===== config.mk =====
export PLATFORM = sky130hd
export DESIGN_NAME = text_writer
export DESIGN_NICKNAME = d
export VERILOG_FILES = /design/src/rtl/text_writer.sv
export SDC_FILE = /design/constraint.sdc
export NUM_CORES = 1
export LEC_CHECK = 0
export CAP_MARGIN = 20
export CORE_MARGIN = 2
export CORE_UTILIZATION = 54
export DETAILED_ROUTE_END_ITERATION = 10
export GPL_ROUTABILITY_DRIVEN = 0
export PLACE_DENSITY = 0.83
export SLEW_MARGIN = 20
export SYNTH_ARGS = -nofsm -noshare
export SYNTH_HDL_FRONTEND = slang
export SYNTH_SLANG_ARGS = --single-unit
export TNS_END_PERCENT = 20

===== constraint.sdc =====
create_clock -name clk -period 2.4 [get_ports clk]
set_input_delay 0.48 -clock clk [delete_from_list [all_inputs] [get_ports clk]]
set_output_delay 0.48 -clock clk [all_outputs]
set_load 0.01 [all_outputs]

===== src/rtl/text_writer.sv =====
// rtl/text_writer.sv - ASCII byte stream to text-mode screen RAM writer with cursor, control codes and rotating scroll
module text_writer #(
    parameter int COLS = 80,
    parameter int ROWS = 24
) (
    input  logic       clk,
    input  logic       reset_n,
    input  logic       in_valid,
    input  logic [7:0] in_char,
    output logic       in_ready,
    output logic       wr_en,
    output logic [6:0] wr_col,
    output logic [4:0] wr_row,
    output logic [7:0] wr_char,
    output logic [6:0] cursor_col,
    output logic [4:0] cursor_row,
    output logic [4:0] scroll_row
);

    localparam logic [6:0] LAST_COL = 7'(COLS - 1);
    localparam logic [4:0] LAST_ROW = 5'(ROWS - 1);
    localparam logic [5:0] ROWS_W   = 6'(ROWS);

    typedef enum logic [1:0] {
        CLEAR_ALL,
        IDLE,
        CLEAR_LINE
    } state_t;

    state_t     state, state_n;
    logic [6:0] clr_col, clr_col_n;
    logic [4:0] clr_row, clr_row_n;
    logic       in_ready_n, wr_en_n;
    logic [6:0] wr_col_n, cursor_col_n;
    logic [4:0] wr_row_n, cursor_row_n, scroll_row_n;
    logic [7:0] wr_char_n;
    logic       do_lf;
    logic       printable;
    logic [5:0] row_sum;
    logic [4:0] phys_row;

    // Logical-to-physical row mapping; explicit wrap so ROWS need not be a power of two.
    assign row_sum   = {1'b0, scroll_row} + {1'b0, cursor_row};
    assign phys_row  = (row_sum >= ROWS_W) ? 5'(row_sum - ROWS_W) : row_sum[4:0];
    assign printable = (in_char >= 8'h20) && (in_char != 8'h7F);

    always_ff @(posedge clk) begin
        if (!reset_n) begin
            state      <= CLEAR_ALL;
            clr_col    <= '0;
            clr_row    <= '0;
            in_ready   <= 1'b0;
            wr_en      <= 1'b0;
            wr_col     <= '0;
            wr_row     <= '0;
            wr_char    <= 8'h20;
            cursor_col <= '0;
            cursor_row <= '0;
            scroll_row <= '0;
        end else begin
            state      <= state_n;
            clr_col    <= clr_col_n;
            clr_row    <= clr_row_n;
            in_ready   <= in_ready_n;
            wr_en      <= wr_en_n;
            wr_col     <= wr_col_n;
            wr_row     <= wr_row_n;
            wr_char    <= wr_char_n;
            cursor_col <= cursor_col_n;
            cursor_row <= cursor_row_n;
            scroll_row <= scroll_row_n;
        end
    end

    always_comb begin
        state_n      = state;
        clr_col_n    = clr_col;
        clr_row_n    = clr_row;
        in_ready_n   = 1'b0;
        wr_en_n      = 1'b0;
        wr_col_n     = wr_col;
        wr_row_n     = wr_row;
        wr_char_n    = wr_char;
        cursor_col_n = cursor_col;
        cursor_row_n = cursor_row;
        scroll_row_n = scroll_row;
        do_lf        = 1'b0;

        case (state)
            CLEAR_ALL: begin
                wr_en_n   = 1'b1;
                wr_col_n  = clr_col;
                wr_row_n  = clr_row;
                wr_char_n = 8'h20;
                if (clr_col == LAST_COL) begin
                    clr_col_n = '0;
                    if (clr_row == LAST_ROW) begin
                        clr_row_n = '0;
                        state_n   = IDLE;
                    end else begin
                        clr_row_n = clr_row + 5'd1;
                    end
                end else begin
                    clr_col_n = clr_col + 7'd1;
                end
            end

            IDLE: begin
                in_ready_n = 1'b1;
                if (in_valid && in_ready) begin
                    if (printable) begin
                        wr_en_n   = 1'b1;
                        wr_col_n  = cursor_col;
                        wr_row_n  = phys_row;
                        wr_char_n = in_char;
                        if (cursor_col == LAST_COL) begin
                            cursor_col_n = '0;
                            do_lf        = 1'b1;
                        end else begin
                            cursor_col_n = cursor_col + 7'd1;
                        end
                    end else begin
                        case (in_char)
                            8'h0D: cursor_col_n = '0;
                            8'h0A: do_lf = 1'b1;
                            8'h08: if (cursor_col != '0) cursor_col_n = cursor_col - 7'd1;
                            8'h0C: begin
                                cursor_col_n = '0;
                                cursor_row_n = '0;
                                scroll_row_n = '0;
                                clr_col_n    = '0;
                                clr_row_n    = '0;
                                in_ready_n   = 1'b0;
                                state_n      = CLEAR_ALL;
                            end
                            default: ;
                        endcase
                    end

                    // At the bottom row, rotate the top pointer and blank the row that wrapped around.
                    if (do_lf) begin
                        if (cursor_row != LAST_ROW) begin
                            cursor_row_n = cursor_row + 5'd1;
                        end else begin
                            scroll_row_n = (scroll_row == LAST_ROW) ? 5'd0 : scroll_row + 5'd1;
                            clr_row_n    = scroll_row;
                            clr_col_n    = '0;
                            in_ready_n   = 1'b0;
                            state_n      = CLEAR_LINE;
                        end
                    end
                end
            end

            CLEAR_LINE: begin
                wr_en_n   = 1'b1;
                wr_col_n  = clr_col;
                wr_row_n  = clr_row;
                wr_char_n = 8'h20;
                if (clr_col == LAST_COL) begin
                    clr_col_n = '0;
                    state_n   = IDLE;
                end else begin
                    clr_col_n = clr_col + 7'd1;
                end
            end

            default: state_n = CLEAR_ALL;
        endcase
    end

endmodule


==> results of run 1 <==
==> report_power, final <==
| part | total, mW | switching [mW] | internal [mW] |
|---|---|---|---|
| registers | 0.896 | 0.00851 | 0.887 |
| clock network | 0.635 | 0.322 | 0.313 |
| logic | 0.123 | 0.0592 | 0.0642 |
==> synth_stat cells, drive strengths merged, types with 4 or more instances <==
cell type / count
a31oi: 6
buf: 5
nor3: 5
o211a: 5
o21a: 4
and3: 6
a21boi: 7
ha: 12
xnor2: 5
nor2: 27
nand4: 4
o21ai: 20
mux2i: 7
nor3b: 4
dfxtp: 53
nor2b: 21
inv: 9
o211ai: 5
and2: 5
a22oi: 12
a222oi: 5
nand2: 39
a21oi: 20
nand3: 18
clkbuf: 16
==> per-layer routing <==
layer	global-route usage, %	vias up
met5	0	-
met4	12.0	0
met3	5.51	26
met2	51.2	152
met1	36.3	1588
li1	-	1574
==> layout make-up <==
| class | count | share of cell area, % |
|---|---|---|
| multi-input combinational | 295 | 48.2 |
| timing repair buffer | 95 | 20.3 |
| tap | 72 | 2.18 |
| sequential | 53 | 25.7 |
| clock buffer | 5 | 1.67 |
| clock inverter | 3 | 1.06 |
| inverter | 9 | 0.818 |
==> worst max-delay path: stages <==
cell	delay, ns
clkdlybuf4s50_1	0.43
buf_4	0.16
or3_1	0.42
o22a_1	0.23
o21ai_2	0.42
buf_4	0.20
o22ai_1	0.07
and2_1	0.15
==> registers in the layout, indices dropped and copies added (netlist names) <==
register / cells
scroll_row: 5
clr_row: 5
in_ready: 1
wr_col: 7
wr_en: 1
state: 2
cursor_col: 7
wr_row: 5
clr_col: 7
cursor_row: 5
wr_char: 8
==> worst paths after layout <==
path                              start                    endpoint
max reg2reg  cursor_col[0]$_SDFFE_PN0P_     clr_row[1]$_SDFFE_PN0P_
min             wr_char[5]$_SDFFE_PN1P_     wr_char[5]$_SDFFE_PN1P_
max                          in_char[5]  cursor_col[5]$_SDFFE_PN0P_
min reg2reg     wr_char[5]$_SDFFE_PN1P_     wr_char[5]$_SDFFE_PN1P_
==> cell families (layout without fill, tap and decap cells) <==
family,count (synthesis),count (layout),share of synthesized area [%]
and+or+nand+nor,149,149,24.7
AOI/OAI and AO/OA,118,118,27.8
DFF,53,53,33.6
buffers and inverters,30,112,3.92
adders and majority gates,13,13,5.38
muxes,9,9,2.93
xor gates and xnor gates,6,6,1.66
==> timing repair <==
action | CTS | global route
resized for setup | 1 | 6
setup endpoints to repair | 1 | 10
endpoints found under the hold margin | 0 | 0
buffers inserted | 0 | 0
pin swaps | 0 | 3
==> results.md, run 1 <==
| Parameter | This run | Unit |
|---|---|---|
| Outcome | complete, no violations | - |
| CTS H-Tree Depth | 2 | - |
| Post-layout worst setup margin | 0.0465 | ns |
| CTS sink count | 53 | - |
| Maximum count of clock buffers along a single path | 2 | - |
| Synthesized net count | 402 | - |
| LEAKAGE | 1.58 | nW |
| Critical-path maximum fanout | 10 | - |
| Arrival time at the worst endpoint | 2.57 | ns |
| Ratio of routed vias to standard cells | 6.28 | - |
| Synth top area cells | dfxtp_1 (34%), ha_1 (4.8%), nand2_1 (4.6%), nor2b_1 (4.2%), a21oi_1 (3.2%) | - |
| Post-Synthesis Cell Area | 3160 | um^2 |
| Largest voltage drop on the vdd net | 0.249 | mV |
| Number of warnings issued by yosys | 0 | - |
| DRT iter0 DRCs | 313 | - |
| Fraction of layout instances using a drive strength above 1 | 16.3 | % |
| Hpwl dp | 6780 | um |
| PortBufs | 49 | - |
| Number of hold violations in the final report | 0 | - |
| Setup total negative slack | 0 | ns |
| Fraction of the core area covered by cells at the end of the flow | 74.1 | % |
| Met3 wirelength from detailed routing | 607 | um |
| Instance area at placement | 4000 | um^2 |
| Final Cell Area | 4130 | um^2 |
| Placed insts | 524 | - |
| Total number of vias | 3340 | - |
| Die area | 6480 | um^2 |
| Transition time at the pin with the least slew margin | 0.529 | ns |
| Height of the die | 80.5 | um |
| Met2 wire length | 4560 | um |
| Endpoint required time on the critical path | 2.61 | ns |
| Min Tclk post-route | 2.35 | ns |
| Startpoint kind of the worst setup timing path | primary input | - |
| Syn Area/Cell | 8.36 | um^2 |
| Leading cell type in the layout, fill and taps excluded | dfxtp_1 | - |
| Post-Place Setup Slack | -0.257 | ns |
| First-pass GRT wire length | 15200 | um |
| Antenna cells | 0 | - |
| Worst hold path depth | 2 | - |
| Post-synthesis sequential element count | 53 | - |
| RSZ-0062 raised after global routing | true | - |
| Area used by sequential logic in the layout | 1060 | um^2 |
| Max-cap violations | 0 | - |
| Share of the yosys chip area belonging to registers | 33.6 | % |
| Maximum number of pins on one net before global-route repair | 45 | - |
| Worst Hold Slack | 0.505 | ns |
| Flip-flop cell with the highest count after synthesis | dfxtp_1 | - |
| TritonCTS clock tree | built | - |
| # rows | 27 | - |
| Clock Pin Slew Worst Setup and Hold Paths | 0.10 | ns |
| GRT Util Overall | 29.7 | % |
| Number of DRC violations after detailed routing | 0 | - |
| Number of distinct library cells after synthesis | 67 | - |
| Highest-count cells in the layout ignoring fill and taps | dfxtp_1 (52), clkdlybuf4s50_1 (48), buf_4 (46) | - |
| Total wire length after detailed routing | 9320 | um |
| Remaining Overflow, GRT | 0 | - |
| Cts-stage hold buffer count | 0 | - |
| Fillers | 444 | - |
| Top-level port count | 50 | - |
| Number of global-route vias before repair | 3215 | - |
| Remaining antenna violation count | 0 | - |
| Max-slew violations | 0 | - |
| Avg WL per Cell | 17.5 | um |
| Count of nets after finishing | 483 | - |
| Area of the multi-input gates | 1990 | um^2 |
| Starting utilization of the core area | 56.7 | % |
| Achievable frequency | 0.425 | GHz |
| Post-route insts no fill | 532 | - |
| CTS Root Cell | clkbuf_8 | - |
| Synth top area share | 33.6 | % |
| Number of antenna violations at the first check in global routing | 0 | - |
| Worst-Skew Late Latency | 0.31 | ns |
| Worst-case reg-to-reg path depth | 7 | - |
| Total power of the final layout | 1.65 | mW |
| Top routing layer in use | met4 | - |
| Number of detailed-route iterations in the first pass | 7 | - |
| Critical path endpoint category | flop | - |
| Cell taking the most area after synthesis | dfxtp_1 | - |
| Final Setup Violations | 0 | - |
| Minimum setup slack among reg-to-reg paths | 0.15 | ns |
| Horizontal extent of the die | 80.5 | um |
| Normalized max-slew margin | 64.7 | % |
| Area grow syn2layout | 30.6 | % |
| Met1 Wirelength | 3920 | um |
| Number of enable flip-flop cells after synthesis | 0 | - |
| Number of buffers inserted during clock tree synthesis | 5 | - |
| Ratio of total power to cell area | 401 | nW/um^2 |
| WS Path Type | in2reg | - |
| Tcrit/Tclk final | 98.1 | % |
| Placeable core region | 5570 | um^2 |
| Proportion of register bits with asynchronous set or reset after synthesis | 0 | % |
| Syn Inst Count | 378 | - |
| Tightest Hold Check Type | reg2reg | - |
| Clock Skews | 0.00614 | ns |
Power figures use the tool's default switching activity.
==> inputs of run 2 (changes only) <==
Settings changed: HOLD_SLACK_MARGIN from default to 0.03.
==> results of run 2 <==
Same layout as run 1: the final DEF is identical, and so are final timing and power.
